## src/rtl/rock_pkg.sv

```systemverilog
// Shared types, constants and saturating index helpers for the rocking controller.
package rock_pkg;

    localparam int IDX_W = 4;
    localparam int CNT_W = 4;
    localparam logic [IDX_W-1:0] IDX_MAX = 4'd15;

    typedef enum logic [2:0] {
        ST_IDLE   = 3'd0,
        ST_SETTLE = 3'd1,
        ST_EVAL   = 3'd2,
        ST_HOLD   = 3'd3,
        ST_ALARM  = 3'd4
    } rock_state_e;

    // Add step to idx, clamping at IDX_MAX instead of wrapping.
    function automatic logic [IDX_W-1:0] idx_sat_add(input logic [IDX_W-1:0] idx,
                                                     input logic [IDX_W-1:0] step);
        logic [IDX_W:0] sum;
        sum = {1'b0, idx} + {1'b0, step};
        if (sum > {1'b0, IDX_MAX}) begin
            return IDX_MAX;
        end else begin
            return sum[IDX_W-1:0];
        end
    endfunction

    // Subtract step from idx, clamping at zero instead of wrapping.
    function automatic logic [IDX_W-1:0] idx_sat_sub(input logic [IDX_W-1:0] idx,
                                                     input logic [IDX_W-1:0] step);
        if (idx < step) begin
            return 4'd0;
        end else begin
            return idx - step;
        end
    endfunction

endpackage

```

## src/rtl/rock_tick_counter.sv

```systemverilog
// Loadable 4-bit down-counter advanced by the tick-qualified decrement strobe.
// Times both the settle period and the calm hold period of the scheduler.
module rock_tick_counter
    import rock_pkg::*;
(
    input  logic             clk_i,
    input  logic             reset_i,
    input  logic             load_i,
    input  logic [CNT_W-1:0] load_val_i,
    input  logic             dec_i,
    output logic             zero_o,
    output logic             last_o
);

    logic [CNT_W-1:0] cnt_q;
    logic [CNT_W-1:0] cnt_d;

    // Next count: a load wins over a decrement; decrement stops at zero.
    always_comb begin
        cnt_d = cnt_q;
        if (load_i) begin
            cnt_d = load_val_i;
        end else if (dec_i && (cnt_q != 4'd0)) begin
            cnt_d = cnt_q - 4'd1;
        end else begin
            cnt_d = cnt_q;
        end
    end

    // Count register with asynchronous active-low reset.
    always_ff @(posedge clk_i or negedge reset_i) begin
        if (!reset_i) begin
            cnt_q <= 4'd0;
        end else begin
            cnt_q <= cnt_d;
        end
    end

    assign zero_o = (cnt_q == 4'd0);
    // The next decrement takes the count to zero.
    assign last_o = (cnt_q == 4'd1);

endmodule

```

## src/rtl/rock_scheduler.sv

```systemverilog
// Closed-loop rocking controller: steps a 16-level rocking setting from
// stress feedback, sampled on evaluation ticks, and flags an alarm when
// maximum rocking repeatedly fails to reduce stress.
module rock_scheduler
    import rock_pkg::*;
#(
    parameter int unsigned SETTLE_TICKS = 4,
    parameter int unsigned HOLD_TICKS   = 8,
    parameter int unsigned CALM_LEVEL   = 1,
    parameter int unsigned MAX_FAIL     = 3
) (
    input  logic       clk_i,
    input  logic       reset_i,
    input  logic       tick_i,
    input  logic [2:0] status_i,
    input  logic       gedaald_i,
    input  logic       gelijk_i,
    output logic       rocking_o,
    output logic [1:0] freq_o,
    output logic [1:0] ampl_o,
    output logic       alarm_o,
    output logic [2:0] state_o
);

    localparam logic [CNT_W-1:0] SETTLE_LD = SETTLE_TICKS[CNT_W-1:0];
    localparam logic [CNT_W-1:0] HOLD_LD   = HOLD_TICKS[CNT_W-1:0];
    localparam logic [2:0]       CALM_LD   = CALM_LEVEL[2:0];
    localparam logic [2:0]       FAIL_LD   = MAX_FAIL[2:0];

    rock_state_e      state_q, state_d;
    logic [IDX_W-1:0] idx_q, idx_d;
    logic [2:0]       fcnt_q, fcnt_d;
    logic             rocking_q;
    logic             alarm_q;

    // Feedback captured on the most recent settle tick, judged in EVAL.
    logic [2:0]       samp_status_q;
    logic             samp_gedaald_q;
    logic             samp_gelijk_q;
    logic             samp_en_s;

    logic             cnt_load_s;
    logic [CNT_W-1:0] cnt_load_val_s;
    logic             cnt_dec_s;
    logic             cnt_zero_s;
    logic             cnt_last_s;
    logic             cnt_done_s;

    logic             calm_now_s;
    logic             calm_samp_s;
    logic [2:0]       fcnt_inc_s;
    logic [IDX_W-1:0] idx_dec_s;
    logic [IDX_W-1:0] idx_step_s;

    rock_tick_counter u_cnt (
        .clk_i      (clk_i),
        .reset_i    (reset_i),
        .load_i     (cnt_load_s),
        .load_val_i (cnt_load_val_s),
        .dec_i      (cnt_dec_s),
        .zero_o     (cnt_zero_s),
        .last_o     (cnt_last_s)
    );

    assign cnt_done_s  = cnt_last_s || cnt_zero_s;
    assign calm_now_s  = (status_i <= CALM_LD);
    assign calm_samp_s = (samp_status_q <= CALM_LD);
    assign fcnt_inc_s  = fcnt_q + 3'd1;
    assign idx_dec_s   = idx_sat_sub(idx_q, 4'd1);

    // Setting after an evaluation: hold on decrease, +1 on equal, +2 on increase.
    always_comb begin
        idx_step_s = idx_q;
        if (samp_gedaald_q) begin
            idx_step_s = idx_q;
        end else if (samp_gelijk_q) begin
            idx_step_s = idx_sat_add(idx_q, 4'd1);
        end else begin
            idx_step_s = idx_sat_add(idx_q, 4'd2);
        end
    end

    // Next-state, setting, fail-count and counter control for the controller FSM.
    always_comb begin
        state_d        = state_q;
        idx_d          = idx_q;
        fcnt_d         = fcnt_q;
        cnt_load_s     = 1'b0;
        cnt_load_val_s = 4'd0;
        cnt_dec_s      = 1'b0;
        samp_en_s      = 1'b0;
        case (state_q)
            ST_IDLE: begin
                if (tick_i && !calm_now_s) begin
                    idx_d          = 4'd1;
                    cnt_load_s     = 1'b1;
                    cnt_load_val_s = SETTLE_LD;
                    state_d        = ST_SETTLE;
                end else begin
                    state_d = ST_IDLE;
                end
            end
            ST_SETTLE: begin
                if (tick_i) begin
                    samp_en_s = 1'b1;
                    cnt_dec_s = 1'b1;
                    if (cnt_done_s) begin
                        state_d = ST_EVAL;
                    end else begin
                        state_d = ST_SETTLE;
                    end
                end else begin
                    state_d = ST_SETTLE;
                end
            end
            ST_EVAL: begin
                // Ticks are ignored here; only the captured sample matters.
                if (calm_samp_s) begin
                    fcnt_d         = 3'd0;
                    cnt_load_s     = 1'b1;
                    cnt_load_val_s = HOLD_LD;
                    state_d        = ST_HOLD;
                end else if ((idx_q == IDX_MAX) && !samp_gedaald_q && (fcnt_inc_s >= FAIL_LD)) begin
                    // Maximum rocking has failed too often in a row.
                    fcnt_d  = 3'd0;
                    idx_d   = IDX_MAX;
                    state_d = ST_ALARM;
                end else begin
                    if ((idx_q == IDX_MAX) && !samp_gedaald_q) begin
                        fcnt_d = fcnt_inc_s;
                    end else begin
                        fcnt_d = 3'd0;
                    end
                    idx_d          = idx_step_s;
                    cnt_load_s     = 1'b1;
                    cnt_load_val_s = SETTLE_LD;
                    state_d        = ST_SETTLE;
                end
            end
            ST_HOLD: begin
                if (tick_i) begin
                    if (!calm_now_s) begin
                        // Stress is back: abandon the hold period at the current setting.
                        cnt_load_s     = 1'b1;
                        cnt_load_val_s = SETTLE_LD;
                        state_d        = ST_SETTLE;
                    end else if (cnt_done_s) begin
                        idx_d = idx_dec_s;
                        if (idx_dec_s == 4'd0) begin
                            cnt_dec_s = 1'b1;
                            state_d   = ST_IDLE;
                        end else begin
                            cnt_load_s     = 1'b1;
                            cnt_load_val_s = HOLD_LD;
                            state_d        = ST_HOLD;
                        end
                    end else begin
                        cnt_dec_s = 1'b1;
                        state_d   = ST_HOLD;
                    end
                end else begin
                    state_d = ST_HOLD;
                end
            end
            ST_ALARM: begin
                idx_d = IDX_MAX;
                if (tick_i && calm_now_s) begin
                    cnt_load_s     = 1'b1;
                    cnt_load_val_s = HOLD_LD;
                    state_d        = ST_HOLD;
                end else begin
                    state_d = ST_ALARM;
                end
            end
            default: begin
                idx_d   = 4'd0;
                fcnt_d  = 3'd0;
                state_d = ST_IDLE;
            end
        endcase
    end

    // Controller registers; outputs are derived from next-state so they are registered.
    always_ff @(posedge clk_i or negedge reset_i) begin
        if (!reset_i) begin
            state_q   <= ST_IDLE;
            idx_q     <= 4'd0;
            fcnt_q    <= 3'd0;
            rocking_q <= 1'b0;
            alarm_q   <= 1'b0;
        end else begin
            state_q   <= state_d;
            idx_q     <= idx_d;
            fcnt_q    <= fcnt_d;
            rocking_q <= (idx_d != 4'd0);
            alarm_q   <= (state_d == ST_ALARM);
        end
    end

    // Capture the stress feedback on every settle tick.
    always_ff @(posedge clk_i or negedge reset_i) begin
        if (!reset_i) begin
            samp_status_q  <= 3'd0;
            samp_gedaald_q <= 1'b0;
            samp_gelijk_q  <= 1'b0;
        end else if (samp_en_s) begin
            samp_status_q  <= status_i;
            samp_gedaald_q <= gedaald_i;
            samp_gelijk_q  <= gelijk_i;
        end else begin
            samp_status_q  <= samp_status_q;
            samp_gedaald_q <= samp_gedaald_q;
            samp_gelijk_q  <= samp_gelijk_q;
        end
    end

    assign rocking_o = rocking_q;
    assign freq_o    = idx_q[3:2];
    assign ampl_o    = idx_q[1:0];
    assign alarm_o   = alarm_q;
    assign state_o   = state_q;

endmodule

```

## config.mk

```make
export PLATFORM = sky130hd
export DESIGN_NAME = rock_scheduler
export DESIGN_NICKNAME = d
export VERILOG_FILES = /design/src/rtl/rock_pkg.sv /design/src/rtl/rock_tick_counter.sv /design/src/rtl/rock_scheduler.sv
export SDC_FILE = /design/constraint.sdc
export NUM_CORES = 1
export LEC_CHECK = 0
export ABC_AREA = 1
export BUFFER_PORTS_ARGS = -buffer_cell sky130_fd_sc_hd__buf_4
export CAP_MARGIN = 20
export CELL_PAD_IN_SITES_DETAIL_PLACEMENT = 0
export CELL_PAD_IN_SITES_GLOBAL_PLACEMENT = 1
export CORE_AREA = 8 8 72 74
export CTS_BUF_LIST = sky130_fd_sc_hd__clkbuf_16
export DETAILED_ROUTE_END_ITERATION = 10
export DIE_AREA = 0 0 80 82
export GPL_TIMING_DRIVEN = 1
export PLACE_DENSITY_LB_ADDON = 0.1
export SETUP_SLACK_MARGIN = 0.5
export SLEW_MARGIN = 20
export SYNTH_ARGS = -nofsm -noshare
export SYNTH_HDL_FRONTEND = slang
export SYNTH_SLANG_ARGS = --single-unit
```

## constraint.sdc

```tcl
create_clock -name clk_i -period 2.3 [get_ports clk_i]
set_input_delay 0.69 -clock clk_i [delete_from_list [all_inputs] [get_ports clk_i]]
set_output_delay 0.69 -clock clk_i [all_outputs]
set_load 0.02 [all_outputs]
```

* After elaboration in Yosys (flattened, before gate mapping)
Index checks and enable logic that the tools add are counted.
** Storage, ports and cells
- Word-level logic and storage cells :: 96
- Output and inout port bits :: 9
- Flip-flop bits (word level) :: 21
- Input port bits :: 8
** Cells by class
- Equality and inequality tests :: 7
- Muxes and demuxes :: 54
- Add/sub/neg operators :: 5
- Order comparisons :: 6
- Reduce and logical (&&, ||, !) cells :: 15
** Operators by type and width (number)
- $mux 4 :: 19
- $mux 3 :: 12
- $pmux 4 s5 :: 1
- $pmux 4 s4 :: 1
- $mux 1 :: 15
- $pmux 3 s5 :: 1
- $gt 5x4->1 const B :: 2
- $logic_not 4->1 :: 2
- $reduce_bool 4->1 :: 2
- $sub 4x1->4 const B :: 2
- $eq 3x2->1 const B :: 2
- $eq 3x3->1 const B :: 2
- $le 3x1->1 const B :: 2
- $pmux 3 s2 :: 1
- $add 4x1->5 const B :: 1
- $add 4x2->5 const B :: 1
- $logic_and 1x1->1 :: 5
- $eq 4x1->1 const B :: 1
- $eq 4x4->1 const B :: 1
- $lt 4x1->1 const B :: 1
- $mux 2 :: 2
- $pmux 1 s4 :: 1
- $reduce_or 4->1 :: 1
- $add 3x1->3 const B :: 1
- other kinds (7) :: 8

* Logic depth before layout (Yosys ltp)
- Depth after elaboration :: 11
- Gate-level depth with buffers :: 15
- Gate-level depth less buffers :: 14

* Hierarchy
A second synthesis with hierarchy kept.
** Unflattened totals
- Cell total of the unflattened synthesis :: 252
- Area total of the unflattened synthesis :: 1694.1 µm²
** Modules (own cells, without submodules)
- rock_scheduler :: instances 1, sequential area each 400.4 µm², cells each 209, area an instance 1403.8 µm²
- rock_tick_counter :: instances 1, sequential area each 100.1 µm², cells each 43, area an instance 290.3 µm²

* Worst setup path after synthesis
OpenSTA, ideal clock, no wires.
- Path type :: register -> register
- Start :: reg idx_q[1]
- End :: reg u_cnt.cnt_q[2]
- Setup time :: 0.117 ns
- Buffers on the path :: 0
- Stages on the path, launching flop included :: 12
- Arrival time :: 1.736 ns
- Required time :: 2.183 ns
- Period minus slack after synthesis :: 1.852 ns
- Setup slack :: 0.448 ns
- Cells stage by stage :: dfrtp_1 inv_1 ha_1 xor2_1 nand2_1 nand3_2 nand2_2 nand2_2 a21oi_4 nand2_2 nand2_1 nand2_1
** Between the ends
- Word-level cells in the longest chain between the ends :: 10
- Elaborated cells between the ends (all ways) :: 25
- Those cells by class :: add/sub (1); order compare (1); eq/ne (1); mux (17); reduce/logical (5)
** Ends and longest elaborated chain
- start: declaration :: line rock_scheduler.sv:31 : logic [IDX_W-1:0] idx_q, idx_d;
- start signal: assignment :: line rock_scheduler.sv:193 : idx_q <= idx_d;
- $sub 4x1->4 / $lt 4x1->1 (equally long branches) :: line rock_pkg.sv:34, rock_pkg.sv:31
- $mux 4 :: line rock_pkg.sv:31 : if (idx < step) begin
- $logic_not 4->1 :: line rock_scheduler.sv:149 : if (idx_dec_s == 4'd0) begin
- $mux 1 :: line rock_scheduler.sv:149
- $mux 1 :: line rock_scheduler.sv:147 : end else if (cnt_done_s) begin
- $mux 1 :: line rock_scheduler.sv:142 : if (!calm_now_s) begin
- $mux 1 :: line rock_scheduler.sv:141 : if (tick_i) begin
- $pmux 1 s2 :: line rock_scheduler.sv:92 : case (state_q)
- $logic_and 1x1->1 :: line rock_tick_counter.sv:23 : end else if (dec_i && (cnt_q != 4'd0)) begin
- $reduce_bool 2->1 (no source line)
- end signal: assignment :: line rock_tick_counter.sv:35 : cnt_q <= cnt_d;
- end: declaration :: line rock_tick_counter.sv:15 : logic [CNT_W-1:0] cnt_q;
Parallel ways exist; a longest one is shown, timed or not.
A chain may end at the register's enable or synchronous reset.

* Final worst setup path
- Start :: reg idx_q[2]
- End :: reg u_cnt.cnt_q[2]
Same word-level chain as after synthesis.

==> key figures <==
Layout
  • Share of cells above drive strength 1: 33.1%
  • Area growth, synth to finish: 26.3%
  • ANT cells: 0
  • Commonest cells after routing, fill and taps aside: 46 x nand2_1, 28 x buf_4, 24 x inv_1
  • Finished Layout Cells: 312
  • Most common library cell in the layout ignoring fill and taps: nand2_1
  • # nets final: 281

Setup path
  • FF-to-FF Start: idx_q[2]
  • Critical path type: flop to flop
  • CP startpoint kind: flop
  • CP dominant cell by count: nand2_1
  • Highest net fanout along the worst path: 6
  • Crit path from: idx_q[2]
  • Flop-to-flop setup slack: 0.55 ns
  • Crit-path cells: clkinv_4 > ha_4 > nand2_2 > nand2_1 > nand2_1 > nand3_2 > nand3_4 > nand2_4 > nand3_1 > nand2_2 > nand2_4 > nand2_2 > nand2_1 > nand2_1
  • R2r endpoint: u_cnt.cnt_q[2]
  • Reg2reg path depth: 14
  • Setup crit end: u_cnt.cnt_q[2]
  • Total stage count of the critical path: 14
  • Worst path slowest cell: dfrtp_2
  • Top cell family by delay on the critical path: simple AND/OR/NAND/NOR gates
  • Crit path capture type: flop
  • Critical path data arrival time: 1.90 ns
  • Worst Path Required: 2.45 ns
  • Crit path buf inv count: 1
  • Max stage delay on crit path: 0.44 ns

Pwr
  • Cell Pwr Density: 1360 nW/um^2
  • Switch Pwr: 1440 uW
  • Part of the power in combinational logic: 65.3%
  • Static leakage: 0.00106 uW
  • Maximum vdd ir drop: 522 uV
  • Clock share of power: 12.4%
  • Pwr Total: 2930 uW
  • Sequential Power Share: 22.2%
  • Switching fraction of total power: 49.1%
  • Internal Power: 1490 uW

Detailed routing
  • Iter 0 DRT Violations: 73
  • Post-route antenna net violation count: 0
  • Post-route DRC violation count: 0
  • Via density: 4.92
  • Wire per inst: 13.0 um
  • Pre-antenna DRT Iters: 4
  • Vias: 1535
  • Final WL: 4.05 mm

Place
  • IO Port Bufs: 15
  • Placement Setup Slack: 0.297 ns
  • Dpl cells: 296
  • Placer congestion estimate: 0.808
  • DP Wirelength: 3.14 mm

GRT
  • Vias in the first global route: 1396
  • First-pass GRT wire length: 6.34 mm
  • Grt ovf: 0
  • Initial antenna violation count: 0
  • Pin count of the biggest net entering global routing: 21
  • GR Util All Layers: 12.4%

CTS
  • Clk root buf: clkbuf_16
  • Num CTS Buffers: 3
  • Number of hold buffers added after CTS: 0
  • H-tree levels: 1
  • Clk Latency, worst-skew pair: 0.26 ns
  • Sink Count: 20
  • Clock Path Buffers: 2
  • Clock transition at path regs: 0.06 ns
  • CTS tree: done

Floorplan
  • I/O pin count: 17
  • Initial Utilization: 41.1%
  • Die Area: 6560 um^2
  • Die height: 82 um
  • Core Region: 4140 um^2
  • Chip width: 80 um
  • Rows: 24

Timing
  • Layout Skew: 0.00249 ns
  • WHS: 0.309 ns
  • Slew HR: 74.8%
  • RSZ-0062 raised after global routing: true
  • Final hold violation count: 0
  • Final setup fails: 0
  • Tcrit/Tclk final: 76.2%
  • Final setup TNS: 0 ns
  • Fmax: 570 MHz
  • Tmin final: 1.75 ns
  • Final Slew Violations: 0
  • PnR worst setup slack: 0.547 ns
  • Slew @ Worst Pin: 0.376 ns

Logic synthesis
  • Seq cells post-synth: 20
  • Post-synthesis sequential area ratio: 29.4%
  • Synth Warn #: 0
  • EDFF count, synth: 0
  • Netlist cell types: 32
  • Post-Syn Instances: 229
  • Synth Cell Area: 1700 um^2
  • Syn Nets: 249
  • Post-synth top flop: dfrtp_1
  • Syn avg cell area: 7.43 um^2
  • Post-synth ARST share: 100%

Outcome
  • Run status: completed

Job
  • Max-cap violations: 0

Hold path
  • Worst min-delay path category: primary input to asynchronous set/reset pin
[cells by family after synthesis]
kind of cell / share of synthesized area (%)
AND/OR/NAND/NOR: 35.1
adder cells (fa/ha/maj): 8.82
XOR/XNOR: 3.60
AO/OA/AOI/OAI: 12.4
flip-flops: 29.4
multiplexers: 1.32
buffers and inverters: 9.41
[registers in the layout (all words and copies together) (netlist names)]
| name | cells |
|---|---|
| alarm_o | 1 |
| samp_gedaald_q | 1 |
| samp_gelijk_q | 1 |
| rocking_o | 1 |
| u_cnt.cnt_q | 4 |
| state_o | 3 |
| samp_status_q | 2 |
| idx_q | 4 |
| fcnt_q | 3 |
[worst min path at each step]
stage	slack (ns)	cells after the start	to	start
finish	0.31	1	u_cnt.cnt_q[3]	reset_i
global route	0.33	1	u_cnt.cnt_q[2]	reset_i
CTS	0.32	1	u_cnt.cnt_q[3]	reset_i
detailed placement	0.49	1	samp_status_q[1]	samp_status_q[1]
global placement	0.49	1	samp_status_q[1]	samp_status_q[1]
floorplan	0.39	0	alarm_o	reset_i
[what timing repair did]
| action | CTS | global route |
|---|---|---|
| pin swaps | 0 | 14 |
| buffers inserted | 6 | 6 |
| endpoints found under the setup margin | 6 | 5 |
| resized for setup | 8 | 22 |
[power by group through the flow]
| stage | combinational (uW) | sequential, uW | clock (uW) |
|---|---|---|---|
| after global placement | 1570 | 677 | 0 |
| after floorplan | 1180 | 673 | 0 |
| final | 1910 | 651 | 363 |
| after detailed placement | 1570 | 674 | 0 |
| after CTS | 1670 | 646 | 374 |
| after global routing | 2130 | 673 | 390 |
[per-layer routing]
metal	up-vias	wire (um)	global-route usage, %
met5	-	0	0
met2	19	1940	20.5
met3	7	86	2.08
met1	703	1950	15.5
li1	806	-	-
met4	0	79	5.27
[cell type report]
type / instances / area (um^2)
multi-input cells: 173 / 1130
inverters: 34 / 143
clock inverters: 1 / 3.75
flip-flops and latches: 20 / 507
repair buffers: 29 / 221
well taps: 52 / 65.1
fillers: 437 / 1990
clock buffers: 3 / 75.1
[metrics by stage]
| stage | utilization [%] | cell area (um^2) |
|---|---|---|
| finish | 51.9 | 2150 |
| global route | 51.9 | 2150 |
| global placement | 45.2 | 1870 |
| detailed placement | 45.2 | 1870 |
| CTS | 48.5 | 2010 |
| floorplan | - | 1700 |
[cells in the mapped netlist (3+ instances only)]
| master | number | area [um^2] |
|---|---|---|
| nand2_1 | 50 | 188 |
| inv_1 | 26 | 97.6 |
| dfrtp_1 | 20 | 500 |
| nor2_1 | 20 | 75.1 |
| nand3_1 | 16 | 80.1 |
| a21oi_1 | 14 | 70.1 |
| ha_1 | 12 | 150 |
| o21ai_0 | 9 | 45.0 |
| nand2_2 | 7 | 43.8 |
| inv_2 | 5 | 18.8 |
| xor2_1 | 5 | 43.8 |
| nand3_2 | 4 | 40.0 |
| nor2_4 | 4 | 45.0 |
| o21ai_1 | 4 | 20.0 |
| nand3b_1 | 3 | 22.5 |
| nor2_2 | 3 | 18.8 |
| nor3_1 | 3 | 15.0 |
No activity file was read; power rests on OpenSTA's default activity.
